**config.mk**
```make
export PLATFORM = sky130hd
export DESIGN_NAME = ysyx_23060332_ifu
export DESIGN_NICKNAME = d
export VERILOG_FILES = /design/src/rtl/ysyx_23060332_ifu.sv
export SDC_FILE = /design/constraint.sdc
export NUM_CORES = 1
export LEC_CHECK = 0
export CAP_MARGIN = 25
export CORE_AREA = 2 2 86 88
export CTS_BUF_LIST = sky130_fd_sc_hd__clkbuf_4
export CTS_CLUSTER_DIAMETER = 200
export DETAILED_ROUTE_END_ITERATION = 12
export DIE_AREA = 0 0 88 90
export DONT_BUFFER_PORTS = 1
export PLACE_DENSITY = 0.79
export SETUP_SLACK_MARGIN = 0.15
export SLEW_MARGIN = 30
export SYNTH_ARGS = -nofsm -noshare
export SYNTH_HDL_FRONTEND = slang
export SYNTH_SLANG_ARGS = --single-unit
```
**constraint.sdc**
```tcl
create_clock -name clk -period 4.5 [get_ports clk]
set_clock_uncertainty 0.05 [all_clocks]
set_input_delay 1.35 -clock clk [delete_from_list [all_inputs] [get_ports clk]]
set_output_delay 1.35 -clock clk [all_outputs]
set_load 0.005 [all_outputs]
```
**src/rtl/ysyx_23060332_ifu.sv**
```systemverilog
// Instruction fetch unit: holds the PC, issues one fetch at a time to instruction
// memory and presents the fetched word to decode until decode consumes it.
module ysyx_23060332_ifu #(
    parameter logic [31:0] RESET_PC = 32'h8000_0000,
    parameter logic [31:0] NOP_INST = 32'h0000_0013
) (
    input  logic        clk,
    input  logic        rst,
    output logic        imem_req_valid,
    output logic [31:0] imem_req_addr,
    input  logic        imem_req_ready,
    input  logic        imem_resp_valid,
    input  logic [31:0] imem_resp_data,
    output logic        inst_valid_o,
    output logic [31:0] inst_o,
    output logic [31:0] inst_addr_o,
    input  logic        idu_ready_i,
    input  logic        jump_flag_i,
    input  logic [31:0] jump_addr_i
);

    localparam logic [1:0] S_RESET = 2'd0;
    localparam logic [1:0] S_REQ   = 2'd1;
    localparam logic [1:0] S_WAIT  = 2'd2;
    localparam logic [1:0] S_HOLD  = 2'd3;

    logic [1:0]  state_q, state_d;
    logic [31:0] pc_q, pc_d;
    logic [31:0] inst_q, inst_d;
    logic [31:0] inst_addr_q, inst_addr_d;
    logic        inst_valid_q, inst_valid_d;
    logic        fire;

    assign fire = inst_valid_q && idu_ready_i;

    always_comb begin
        state_d      = state_q;
        pc_d         = pc_q;
        inst_d       = inst_q;
        inst_addr_d  = inst_addr_q;
        inst_valid_d = inst_valid_q;
        case (state_q)
            S_RESET: state_d = S_REQ;
            S_REQ: begin
                if (imem_req_ready) begin
                    state_d = S_WAIT;
                end
            end
            S_WAIT: begin
                if (imem_resp_valid) begin
                    inst_d       = imem_resp_data;
                    inst_addr_d  = pc_q;
                    inst_valid_d = 1'b1;
                    state_d      = S_HOLD;
                end
            end
            S_HOLD: begin
                // Redirect or sequential advance only when decode actually takes the instruction.
                if (fire) begin
                    pc_d         = jump_flag_i ? (jump_addr_i & 32'hFFFF_FFFC) : (pc_q + 32'd4);
                    inst_valid_d = 1'b0;
                    inst_d       = NOP_INST;
                    state_d      = S_REQ;
                end
            end
            default: state_d = S_RESET;
        endcase
    end

    always_ff @(posedge clk or posedge rst) begin
        if (rst) begin
            state_q      <= S_RESET;
            pc_q         <= RESET_PC;
            inst_q       <= NOP_INST;
            inst_addr_q  <= RESET_PC;
            inst_valid_q <= 1'b0;
        end else begin
            state_q      <= state_d;
            pc_q         <= pc_d;
            inst_q       <= inst_d;
            inst_addr_q  <= inst_addr_d;
            inst_valid_q <= inst_valid_d;
        end
    end

    assign imem_req_valid = (state_q == S_REQ);
    assign imem_req_addr  = pc_q;
    assign inst_valid_o   = inst_valid_q;
    assign inst_o         = inst_q;
    assign inst_addr_o    = inst_addr_q;

endmodule

```
==> impl_metrics.env <==
export IMPL_status="completed"
export IMPL_ctsHoldBuffers=0
export IMPL_synth_area_per_cell_um2=10.9
export IMPL_cts_reportedPaths_clkPinSlew_ns=0.15
export IMPL_grt_max_degree=57
export IMPL_synth_cell_types=56
export IMPL_fp_dieH_um=90
export IMPL_area_delta_synth_final_pct=4.62
export IMPL_drc=0
export IMPL_cts_htree_levels=3
export IMPL_crit_fanout=3
export IMPL_rsz0062_at_grt="false"
export IMPL_cp_required_ns=3.10
export IMPL_grt_pass1_vias=3144
export IMPL_grtUsageMet3_pct=6.89
export IMPL_tightestPinTransition_ns=0.764
export IMPL_hold_viol=0
export IMPL_initialDrtViolationCount=232
export IMPL_firstDrtPassIters=5
export IMPL_cts_resized=0
export IMPL_antenna_found_initial=0
export IMPL_synthCells=415
export IMPL_vias=3335
export IMPL_synth_edf_count=0
export IMPL_cts_sinks=95
export IMPL_critPathLaunchType="register"
export IMPL_detail_route_wl_per_cell_um=20.2
export IMPL_grt_pass1_wl_um=16000
export IMPL_peakVddDrop_v=0.000368
export IMPL_synth_seq_cells=95
export IMPL_rows=31
export IMPL_clockBufferDepth=2
export IMPL_start_util_pct=64.4
export IMPL_cts_buffers=9
export IMPL_use_met2_pct=40.0
export IMPL_period_needed_ns=2.58
export IMPL_finalPower_mw=2.94
export IMPL_die_w_um=88
export IMPL_fmax_mhz=388
export IMPL_ant_nets=0
export IMPL_num_io_pins=168
export IMPL_clockRootBuffer="clkbuf_4"
export IMPL_p_leak_nw=2.07
export IMPL_end_kind="primary output"
export IMPL_port_buffers=0
export IMPL_finalMaxSlewViolations=0
export IMPL_drt_wl_total_um=10200
export IMPL_finalCritPeriodShare_pct=57.2
export IMPL_die_area_um2=7920
export IMPL_grt_overflow=0
export IMPL_synth_seq_area_share_pct=52.8
export IMPL_core_area_um2=7020
export IMPL_totalNegativeSetupSlack_ns=0
export IMPL_dp_hpwl_um=7000
export IMPL_final_common_cell="dfrtp_1"
export IMPL_final_cell_mix="90 x dfrtp_1, 29 x a22o_1, 28 x nand3_1, 28 x o21ai_0, 28 x mux2_2"
export IMPL_drive_above_1_share_pct=16.8
export IMPL_ys_flop_type="dfrtp_1"
export IMPL_setup_viol=0
export IMPL_vias_per_cell=6.62
export IMPL_drv_cap=0
export IMPL_syn_area_um2=4520
export IMPL_top_usage_layer="met2"
export IMPL_ys_warn_count=0
export IMPL_synth_async_reset_ratio_pct=100
export IMPL_arrival_ns=1.18
export IMPL_use_met1_pct=34.5
export IMPL_crit_type="reg2out"
export IMPL_post_cts_buffers=0
export IMPL_cts_tree="done"
export IMPL_place_gp_congestion=0.820
export IMPL_max_slew_margin_rel_pct=48.9
export IMPL_powerDensity_nw_per_um2=622
export IMPL_clk_latency_ns=0.45
export IMPL_hp_class="reg2reg"
export IMPL_n_antenna_cell=0
export IMPL_grt_use_total_pct=25.7
export IMPL_nets=474
-- critical path: stages (launching register included) --
cell	delay [ns]
dfrtp_1	0.44
inv_1	0.09
ha_1	0.22
-- flip-flops by register name, indices dropped and copies added, names as in the netlist --
signal	count
state_q	2
inst_o	32
inst_valid_o	1
inst_addr_o	30
imem_req_addr	30
-- cells in the mapped netlist (all sizes together) (2+ instances only) --
| cell type | instances | area [µm²] |
|---|---|---|
| a211oi | 2 | 20.0 |
| a21o | 3 | 22.5 |
| a21oi | 16 | 80.1 |
| a22o | 29 | 254 |
| a22oi | 4 | 30.0 |
| a2bb2oi | 4 | 35.0 |
| a311oi | 6 | 58.8 |
| a31oi | 4 | 25.0 |
| and3 | 10 | 62.6 |
| and4 | 3 | 26.3 |
| buf | 18 | 106 |
| clkbuf | 16 | 60.1 |
| dfrtp | 90 | 2250 |
| dfstp | 5 | 131 |
| ha | 4 | 50.1 |
| inv | 8 | 30.0 |
| mux2 | 28 | 315 |
| mux2i | 5 | 50.1 |
| nand2 | 26 | 97.6 |
| nand3 | 29 | 150 |
| nand4 | 9 | 92.6 |
| nor2 | 21 | 88.8 |
| nor2b | 2 | 12.5 |
| nor3 | 11 | 60.1 |
| nor4 | 7 | 65.1 |
| nor4b | 2 | 17.5 |
| o21ai | 30 | 150 |
| o2bb2ai | 2 | 17.5 |
| o311ai | 2 | 17.5 |
| o32a | 3 | 30.0 |
| or3 | 5 | 31.3 |
-- cell families after synthesis --
kind of cell             share of synthesized area, %
multiplexers                                     8.09
flip-flops                                       52.8
other                                          0.0830
AO/OA/AOI/OAI                                    17.7
buffers and inverters                            4.43
AND/OR/NAND/NOR                                  15.9
adder cells (fa/ha/maj)                          1.11
-- routing by layer --
metal | wire (µm) | share of wire, %
met2 | 4930 | 48
met3 | 922 | 9.1
met4 | 153 | 1.5
met5 | 0 | 0
met1 | 4180 | 41
-- worst paths after layout --
| path | from | endpoint | slack, ns | depth (start not counted) |
|---|---|---|---|---|
| worst min register to register | inst_o[1]$_DFFE_PP1P_ | inst_o[1]$_DFFE_PP1P_ | 0.49 | 1 |
| worst max register to register | state_q[0]$_DFFE_PP0P_ | imem_req_addr[25]$_DFFE_PP0P_ | 2.17 | 6 |
| min in group asynchronous | rst | inst_o[12]$_DFFE_PP0P_ | 0.81 | 2 |
| max in group asynchronous | rst | imem_req_addr[28]$_DFFE_PP0P_ | 3.00 | 2 |
| worst max-delay path | state_q[1]$_DFFE_PP0P_ | imem_req_valid | 1.92 | 2 |
| worst min-delay path | inst_o[1]$_DFFE_PP1P_ | inst_o[1]$_DFFE_PP1P_ | 0.49 | 1 |
-- where the power goes --
| group | internal [mW] | total (mW) | leakage (nW) | switching (mW) |
|---|---|---|---|---|
| Combinational | 0.343 | 0.695 | 0.765 | 0.352 |
| Clock | 0.288 | 0.591 | 0.102 | 0.303 |
| Sequential | 1.22 | 1.65 | 1.21 | 0.439 |
| Total | 1.85 | 2.94 | 2.07 | 1.09 |
-- final cells by class --
cell class / instances / area [µm²]
timing repair buffer: 5 / 37.5
inverter: 9 / 36.3
tap: 99 / 124
clock inverter: 7 / 125
fill: 550 / 2290
sequential: 95 / 2380
clock buffer: 9 / 67.6
multi-input combinational: 280 / 1950
-- through the flow --
| stage | utilization [%] | hold WS [ns] | instance area [µm²] | setup slack (ns) | std cells |
|---|---|---|---|---|---|
| finish | 67.3 | 0.486 | 4730 | 1.92 | 504 |
| floorplan | - | 0.423 | 4530 | 0.631 | 418 |
| global route | 67.3 | 0.502 | 4730 | 1.86 | 504 |
| global placement | 64.5 | 0.461 | 4530 | 1.64 | 488 |
| CTS | 67.3 | 0.486 | 4730 | 1.90 | 504 |
| detailed placement | 64.6 | 0.466 | 4530 | 1.62 | 488 |
Power figures use the tool's default switching activity.
